===== src/rtl/hs32_fetch_if.sv =====
// rtl/hs32_fetch_if.sv - fetch bus and instruction stream bundle for hs32_fetch
interface hs32_fetch_if;
  // memory bus side
  logic [31:0] addr_o;
  logic        stb_o;
  logic        ack_i;
  logic [31:0] dat_i;
  // instruction stream to the pipeline
  logic        valid_o;
  logic        ready_i;
  logic [31:0] op_o;
  logic [31:0] pc_o;
  // redirect request
  logic        jmp_i;
  logic [31:0] jmp_addr_i;

  modport master (
    output addr_o, stb_o, valid_o, op_o, pc_o,
    input  ack_i, dat_i, ready_i, jmp_i, jmp_addr_i
  );

  modport slave (
    input  addr_o, stb_o, valid_o, op_o, pc_o,
    output ack_i, dat_i, ready_i, jmp_i, jmp_addr_i
  );
endinterface


===== src/rtl/hs32_fetch.sv =====
// rtl/hs32_fetch.sv - instruction fetch front end with prefetch FIFO and redirect
module hs32_fetch #(
  parameter int          DEPTH     = 4,
  parameter logic [31:0] RESET_VEC = 32'h0000_0000
) (
  input logic         clk,
  input logic         reset,
  hs32_fetch_if.master bus
);

  localparam int AW = (DEPTH > 1) ? $clog2(DEPTH) : 1;
  localparam int CW = AW + 1;
  localparam logic [CW-1:0] DEPTH_C = CW'(DEPTH);

  typedef enum logic [1:0] {IDLE, REQ, DISCARD} state_t;

  state_t         state, state_nxt;
  logic [31:0]    addr_q, addr_nxt;
  logic [31:0]    pc_q, pc_nxt;

  logic [31:0]    op_mem [DEPTH];
  logic [31:0]    pc_mem [DEPTH];
  logic [AW-1:0]  wr_ptr, rd_ptr;
  logic [CW-1:0]  count;

  logic [31:0]    jmp_tgt;
  logic           push, pop, room_after;
  logic           unused_jmp_lsb;

  assign jmp_tgt        = {bus.jmp_addr_i[31:2], 2'b00};
  assign unused_jmp_lsb = ^bus.jmp_addr_i[1:0];

  // A word is only kept when it arrives in REQ and no redirect is happening.
  assign pop        = (count != '0) && bus.ready_i;
  assign push       = (state == REQ) && bus.ack_i && !bus.jmp_i;
  // After this push, is there still a free slot for the next request?
  assign room_after = pop || (count < (DEPTH_C - CW'(1)));

  assign bus.stb_o   = (state != IDLE);
  assign bus.addr_o  = addr_q;
  assign bus.valid_o = (count != '0);
  assign bus.op_o    = op_mem[rd_ptr];
  assign bus.pc_o    = pc_mem[rd_ptr];

  // Next state and next bus/fetch address; addr_q only moves on an ack or when starting a request.
  always_comb begin
    state_nxt = state;
    addr_nxt  = addr_q;
    pc_nxt    = pc_q;
    case (state)
      IDLE: begin
        if (bus.jmp_i) begin
          state_nxt = REQ;
          addr_nxt  = jmp_tgt;
          pc_nxt    = jmp_tgt;
        end else if (count < DEPTH_C) begin
          state_nxt = REQ;
          addr_nxt  = pc_q;
        end
      end
      REQ: begin
        if (bus.jmp_i) begin
          pc_nxt = jmp_tgt;
          if (bus.ack_i) begin
            state_nxt = REQ;
            addr_nxt  = jmp_tgt;
          end else begin
            state_nxt = DISCARD;
          end
        end else if (bus.ack_i) begin
          pc_nxt    = addr_q + 32'd4;
          addr_nxt  = addr_q + 32'd4;
          state_nxt = room_after ? REQ : IDLE;
        end
      end
      DISCARD: begin
        if (bus.jmp_i) pc_nxt = jmp_tgt;
        if (bus.ack_i) begin
          state_nxt = REQ;
          addr_nxt  = bus.jmp_i ? jmp_tgt : pc_q;
        end
      end
      default: state_nxt = IDLE;
    endcase
  end

  // FSM state and address registers; reset abandons any outstanding request.
  always_ff @(posedge clk) begin
    if (reset) begin
      state  <= IDLE;
      addr_q <= RESET_VEC;
      pc_q   <= RESET_VEC;
    end else begin
      state  <= state_nxt;
      addr_q <= addr_nxt;
      pc_q   <= pc_nxt;
    end
  end

  // FIFO pointers and occupancy; a redirect empties the FIFO outright.
  always_ff @(posedge clk) begin
    if (reset || bus.jmp_i) begin
      wr_ptr <= '0;
      rd_ptr <= '0;
      count  <= '0;
    end else begin
      if (push) wr_ptr <= wr_ptr + AW'(1);
      if (pop)  rd_ptr <= rd_ptr + AW'(1);
      case ({push, pop})
        2'b10:   count <= count + CW'(1);
        2'b01:   count <= count - CW'(1);
        default: count <= count;
      endcase
    end
  end

  // FIFO storage: each entry holds the fetched word and the address it came from.
  always_ff @(posedge clk) begin
    if (push) begin
      op_mem[wr_ptr] <= bus.dat_i;
      pc_mem[wr_ptr] <= addr_q;
    end
  end

endmodule


===== src/flat_wrapper.sv =====
// flat-port wrapper written by rule: the top's interface ports become plain ports
module hs32_fetch_flat 
#(
  parameter int          DEPTH     = 4,
  parameter logic [31:0] RESET_VEC = 32'h0000_0000
)
  (clk, reset, bus_addr_o, bus_stb_o, bus_valid_o, bus_op_o, bus_pc_o, bus_ack_i, bus_dat_i, bus_ready_i, bus_jmp_i, bus_jmp_addr_i);
  hs32_fetch_if bus_i ();
  input logic clk;
  input logic reset;
  output wire logic [$bits(bus_i.addr_o)-1:0] bus_addr_o;
  output wire logic [$bits(bus_i.stb_o)-1:0] bus_stb_o;
  output wire logic [$bits(bus_i.valid_o)-1:0] bus_valid_o;
  output wire logic [$bits(bus_i.op_o)-1:0] bus_op_o;
  output wire logic [$bits(bus_i.pc_o)-1:0] bus_pc_o;
  input wire logic [$bits(bus_i.ack_i)-1:0] bus_ack_i;
  input wire logic [$bits(bus_i.dat_i)-1:0] bus_dat_i;
  input wire logic [$bits(bus_i.ready_i)-1:0] bus_ready_i;
  input wire logic [$bits(bus_i.jmp_i)-1:0] bus_jmp_i;
  input wire logic [$bits(bus_i.jmp_addr_i)-1:0] bus_jmp_addr_i;
  assign bus_addr_o = bus_i.addr_o;
  assign bus_stb_o = bus_i.stb_o;
  assign bus_valid_o = bus_i.valid_o;
  assign bus_op_o = bus_i.op_o;
  assign bus_pc_o = bus_i.pc_o;
  assign bus_i.ack_i = bus_ack_i;
  assign bus_i.dat_i = bus_dat_i;
  assign bus_i.ready_i = bus_ready_i;
  assign bus_i.jmp_i = bus_jmp_i;
  assign bus_i.jmp_addr_i = bus_jmp_addr_i;
  hs32_fetch #(.DEPTH(DEPTH), .RESET_VEC(RESET_VEC)) u_core (.clk(clk), .reset(reset), .bus(bus_i));
endmodule

===== config.mk =====
export PLATFORM = sky130hd
export DESIGN_NAME = hs32_fetch_flat
export DESIGN_NICKNAME = d
export VERILOG_FILES = /design/src/rtl/hs32_fetch_if.sv /design/src/rtl/hs32_fetch.sv /design/src/flat_wrapper.sv
export SDC_FILE = /design/constraint.sdc
export NUM_CORES = 1
export LEC_CHECK = 0
export CAP_MARGIN = 20
export CORE_UTILIZATION = 55
export CTS_CLUSTER_SIZE = 10
export DETAILED_ROUTE_END_ITERATION = 8
export GPL_TIMING_DRIVEN = 0
export PLACE_DENSITY = 0.88
export REMOVE_ABC_BUFFERS = 1
export SLEW_MARGIN = 5
export SYNTH_ARGS = -nofsm -noshare
export SYNTH_HDL_FRONTEND = slang
export SYNTH_SLANG_ARGS = --single-unit

===== constraint.sdc =====
create_clock -name clk -period 3.82 [get_ports clk]
set_clock_uncertainty 0.15 [all_clocks]
set_input_delay 0.764 -clock clk [delete_from_list [all_inputs] [get_ports clk]]
set_output_delay 0.764 -clock clk [all_outputs]
set_load 0.02 [all_outputs]

==> run summary, run 1 <==
Die area = 26300 um^2
Final setup TNS = 0 ns
Worst-path maximum fanout = 27
H-tree Lvls = 2
Share of cells above drive strength 1 = 0.133
Fin crit period = 3.54 ns
Post-synth ARST share = 0
CP Capture Type = flop
Final wirelength = 33500 um
Pre-CTS WS = -0.116 ns
Largest net degree at the start of global routing = 54
Via count = 9436
Critical Path Source Type = flop
Cts repair resizes = 0
VDD IR max = 375 uV
Root Buffer = clkbuf_16
PortBufs = 164
DRT iter0 DRCs = 1144
CTS clk-pin slew, worst paths = 0.05 ns
Critical Path Start = u_core.state[0]$_SDFFE_PP0P_
Max_cap viols = 0
DIE WIDTH = 162 um
Reg2Reg Setup Slack = 0.28 ns
Rel. slew slack = 0.233
CP max stage cell = dfxtp_1
R2R Path Start = u_core.state[0]$_SDFFE_PP0P_
Sequential share of the synthesized area = 0.652
Highest Clock Rate = 283 MHz
Worst reg-to-reg path cell count = 8
Final hold violations = 0
CP Depth = 8
CTS Buffer Depth = 3
Post-detail-place hpwl = 20900 um
Gr ovfl total = 0
Global-route wire length before repair = 51400 um
Layout area overhead = 22.6%
Worst path cell trace = nor4bb_2 -> inv_1 -> ha_1 -> inv_1 -> fa_1 -> xor2_1 -> or3_1 -> a21oi_1
Crit path DAT = 3.83 ns
Gr usage total = 0.256
Num ports = 167
CP top delay family = simple AND/OR/NAND/NOR gates
Worst slew pin tran = 1.15 ns
Distinct cells, synth = 79
Num CTS Buffers = 39
Pwr Density = 466 nW/um^2
Syn Std Cell Area = 14100 um^2
WP buf/inv = 2
Most used cell, CP = inv_1
Initial antenna violation count = 3
TritonCTS clock tree = built
Synth Flop Type = edfxtp_1
Final core occ = 0.686
Max-slew violation count = 0
Critical path class = reg2reg
Reg-to-reg critical path endpoint = u_core.count[2]$_SDFFE_PP0P_
Total chip power = 8040 uW
Min-Delay Path Class = reg2reg
Outcome = finished clean
Worst Slack Setup Final = 0.284 ns
WHS = 0.328 ns
RSZ-0062 raised after global routing = false
Avg WL per Cell = 22.7 um
Final setup fails = 0
Synth Instances = 958
Drt pass-1 iters = 5
Gpl congestion = 0.856
Row Count = 58
Post-synth EDFFs = 256
Vias in the first global route = 9161
Leak Pwr = 0.00557 uW
Clk sinks = 331
Clk_lat worst skew = 0.52 ns
Via density per instance = 6.40
CP max stage delay = 0.95 ns
Critical Path RT = 4.11 ns
Mean post-synth cell area = 14.7 um^2
Initial Util = 0.560
#FFs+latches synth = 331
Nets = 1188
Synth warnings = 0
Number of remaining DRC errors = 0
Final ANT Viol Nets = 0
Tcrit/Tclk final = 0.926
Crit path to = u_core.count[2]$_SDFFE_PP0P_
Die Span Y = 162 um
Core area = 25200 um^2
worst min-delay path by stage:
stage / start / to / cells past startpoint
6_report: u_core.pc_q[3]$_SDFFE_PP0P_ / u_core.pc_q[3]$_SDFFE_PP0P_ / 2
5_1_grt: u_core.pc_q[0]$_SDFFE_PP0P_ / u_core.pc_q[0]$_SDFFE_PP0P_ / 2
4_1_cts: u_core.pc_q[3]$_SDFFE_PP0P_ / u_core.pc_q[3]$_SDFFE_PP0P_ / 2
3_5_place_dp: u_core.pc_q[3]$_SDFFE_PP0P_ / u_core.pc_q[3]$_SDFFE_PP0P_ / 2
3_3_place_gp: u_core.pc_q[3]$_SDFFE_PP0P_ / u_core.pc_q[3]$_SDFFE_PP0P_ / 2
2_1_floorplan: u_core.pc_q[3]$_SDFFE_PP0P_ / u_core.pc_q[3]$_SDFFE_PP0P_ / 2
sequential cells by signal (all words and copies together) (netlist names), named ones only:
name,cells
u_core.pc_q,32
u_core.state,2
u_core.rd_ptr,2
u_core.pc_mem,128
u_core.op_mem,128
u_core.bus.addr_o,32
u_core.count,3
u_core.wr_ptr,2
per-layer routing:
layer	track usage	wire, um
met5	0	12
met4	0.0836	889
met3	0.0518	3180
met2	0.426	16600
met1	0.338	12800
report_power, final:
part           total, uW  internal, uW  switching [uW]
combinational        645           297             348
clock               3310          1960            1350
sequential          4090          3970             120
worst register-to-register path: cells and delay by family (launching register included):
family                     cells  cell delay (ns)
adders and majority gates      2             0.48
buffers and inverters          2             0.43
and+or+nand+nor                2             1.22
DFF                            1             0.95
AOI/OAI and AO/OA              1             0.15
xor gates and xnor gates       1             0.08
synthesized netlist by cell type (10+ instances only):
master | number | area [um^2]
edfxtp_1 | 256 | 7690
nor2_1 | 34 | 128
clkbuf_1 | 39 | 146
nand4_1 | 13 | 81.3
dfxtp_1 | 75 | 1500
xnor2_1 | 18 | 158
nand2_1 | 55 | 206
a22oi_1 | 11 | 82.6
mux4_2 | 64 | 1440
inv_1 | 18 | 67.6
o22ai_1 | 18 | 113
o221ai_1 | 12 | 105
nand3_1 | 33 | 165
nor3_1 | 13 | 65.1
a21oi_1 | 57 | 285
nand2b_1 | 17 | 106
buf_2 | 14 | 70.1
xor2_1 | 10 | 87.6
o21ai_0 | 38 | 190
metrics by stage:
stage / cell area, um^2 / instances
floorplan: 13800 / 894
global route: 17300 / 1474
CTS: 17200 / 1470
detailed placement: 16100 / 1399
global placement: 15800 / 1388
finish: 17300 / 1474
cell families after synthesis:
logic type | share of synthesized area
compound gates | 0.101
xor+xnor | 0.0174
fa+ha+maj | 0.00675
buf+inv | 0.0273
flops | 0.652
mux | 0.108
simple gates | 0.0873
placed cells by master (no fill, tap or decap), types with 8 or more instances in the layout:
| cell | count |
|---|---|
| a21oi_1 | 57 |
| a22oi_1 | 11 |
| and3_1 | 8 |
| clkbuf_1 | 27 |
| clkbuf_16 | 40 |
| clkdlybuf4s50_1 | 162 |
| dfxtp_1 | 73 |
| edfxtp_1 | 256 |
| inv_1 | 18 |
| mux2i_1 | 8 |
| mux4_2 | 64 |
| nand2_1 | 55 |
| nand2b_1 | 17 |
| nand3_1 | 33 |
| nand4_1 | 13 |
| nor2_1 | 34 |
| nor3_1 | 13 |
| o211ai_1 | 8 |
| o21ai_0 | 38 |
| o221ai_1 | 12 |
| o22ai_1 | 18 |
| xnor2_1 | 18 |
| xor2_1 | 10 |
layout make-up:
class | count | area [um^2]
sequential | 331 | 9200
timing repair buffer | 177 | 1910
inverter | 19 | 71.3
tap | 330 | 413
multi-input combinational | 544 | 4530
clock buffer | 67 | 1100
fill | 1657 | 7910
clock inverter | 4 | 36.3
antenna | 2 | 5.00
repair_timing:
action / CTS / global route
buffers inserted: 0 / 1
hold endpoints to repair: 0 / 0
setup endpoints to repair: 0 / 26
hold buffers: 0 / 0
No activity file was read; power rests on OpenSTA's default activity.
==> inputs of run 2 (changes only) <==
Settings changed: CORE_UTILIZATION 55 to 35, PLACE_DENSITY 0.88 to 0.63.
==> run summary, run 2 (synthesis gave the netlist of run 1 again) <==
Gr usage total = 0.181
Tcrit/Tclk final = 0.945
Largest net degree at the start of global routing = 80
Most common cell after layout, fill and taps aside = edfxtp_1
Largest regs = u_core.op_mem x128, u_core.pc_mem x128
RSZ-0062 raised after global routing = false
Number of remaining DRC errors = 0
Max_cap viols = 0
Final ANT Viol Nets = 0
Core area = 39700 um^2
Post-detail-place hpwl = 22400 um
PortBufs = 164
# fillers = 3534
Commonest cells after routing, fill and taps aside = 256 x edfxtp_1, 162 x clkdlybuf4s50_1, 73 x dfxtp_1
Critical path class = reg2out
Initial Util = 0.355
Final hold violations = 0
Worst slew pin tran = 1.10 ns
Drt pass-1 iters = 7
Global-route wire length before repair = 56000 um
VDD IR max = 262 uV
Leak Pwr = 0.00558 uW
Layout area overhead = 24.4%
Vias in the first global route = 9220
CTS Buffer Depth = 3
Avg WL per Cell = 22.3 um
Outcome = finished clean
Critical Path RT = 2.91 ns
TritonCTS clock tree = built
Num ports = 167
Row Count = 73
Critical Path Source Type = flop
DRT iter0 DRCs = 749
Num CTS Buffers = 40
Final Cell Area = 17500 um^2
Crit path DAT = 2.69 ns
Antenna cells = 0
CP Capture Type = output port
Worst-path maximum fanout = 38
Total chip power = 8140 uW
Worst Slack Setup Final = 0.212 ns
DIE WIDTH = 203 um
Via density per instance = 5.44
H-tree Lvls = 2
Clk sinks = 331
Cts hold-fix bufs = 0
Final setup fails = 0
Final wirelength = 36900 um
Placed cell area = 16300 um^2
Max-slew violation count = 0
Clk_lat worst skew = 0.56 ns
Pwr Density = 464 nW/um^2
Initial antenna violation count = 0
Gr ovfl total = 0
Root Buffer = clkbuf_16
Gpl congestion = 0.789
CTS clk-pin slew, worst paths = 0.05 ns
Nets = 1188
Highest Clock Rate = 277 MHz
Share of cells above drive strength 1 = 0.136
Min-Delay Path Class = reg2reg
Die area = 41100 um^2
Rel. slew slack = 0.263
Die Span Y = 203 um
Fin crit period = 3.61 ns
Via count = 9005
Pre-CTS WS = -0.205 ns
run 2: cell count changes in the layout (fill, tap and decap cells not counted), sizes merged:
cell / before / now
clkbuf: 67 / 54
clkinv: 2 / 6
diode: 2 / 0
inv: 21 / 19
buf: 15 / 14
run 2: timing repair:
item / 4_1_cts / 5_1_grt
setup endpoints to repair: 35 / 1
resized for setup: 0 / 1
buffers inserted: 1 / 0
run 2: critical path, stage by stage, from the launching register on:
cell             delay, ns
dfxtp_4               0.62
buf_16                0.34
mux4_2                0.54
clkdlybuf4s50_1       0.61
run 2: through the flow:
| step | util | cells | hold slack [ns] | TNS [ns] |
|---|---|---|---|---|
| 3_3_place_gp | 0.405 | 1583 | 0.305 | -1477.57 |
| 6_report | 0.441 | 1655 | 0.326 | 0 |
| 2_1_floorplan | - | 894 | 0.291 | -35.04 |
| 3_5_place_dp | 0.411 | 1592 | 0.317 | -0.984 |
| 5_1_grt | 0.441 | 1655 | 0.354 | 0 |
| 4_1_cts | 0.440 | 1653 | 0.324 | 0 |
run 2: report_power, final:
part	switching, uW	total (uW)	internal [uW]
Combinational	351	652	300
Sequential	119	4090	3970
Clock	1420	3400	1980
run 2: routing by layer:
metal / share of wire / global-route usage
met2: 0.48 / 0.293
met3: 0.062 / 0.0416
met5: 0 / 0
met1: 0.44 / 0.243
met4: 0.019 / 0.0510
run 2: path summary, 6_finish.rpt:
check	endpoint	slack (ns)	start	cells after the start
setup / recovery	bus_pc_o[13]	0.21	flop	3
hold / removal	u_core.pc_q[3]$_SDFFE_PP0P_	0.33	u_core.pc_q[3]$_SDFFE_PP0P_	2
setup reg to reg	u_core.bus.addr_o[22]$_SDFFE_PP0P_	0.21	u_core.state[0]$_SDFFE_PP0P_	5
hold reg to reg	u_core.pc_q[3]$_SDFFE_PP0P_	0.33	u_core.pc_q[3]$_SDFFE_PP0P_	2
run 2: final cells by class:
type	count	area [um^2]	share of cell area
clock buffer	54	1100	0.0625
clock inverter	6	37.5	0.00214
inverter	19	71.3	0.00407
multi-input combinational	544	4550	0.259
sequential	331	9200	0.525
tap	525	657	0.0375
timing repair buffer	176	1920	0.110
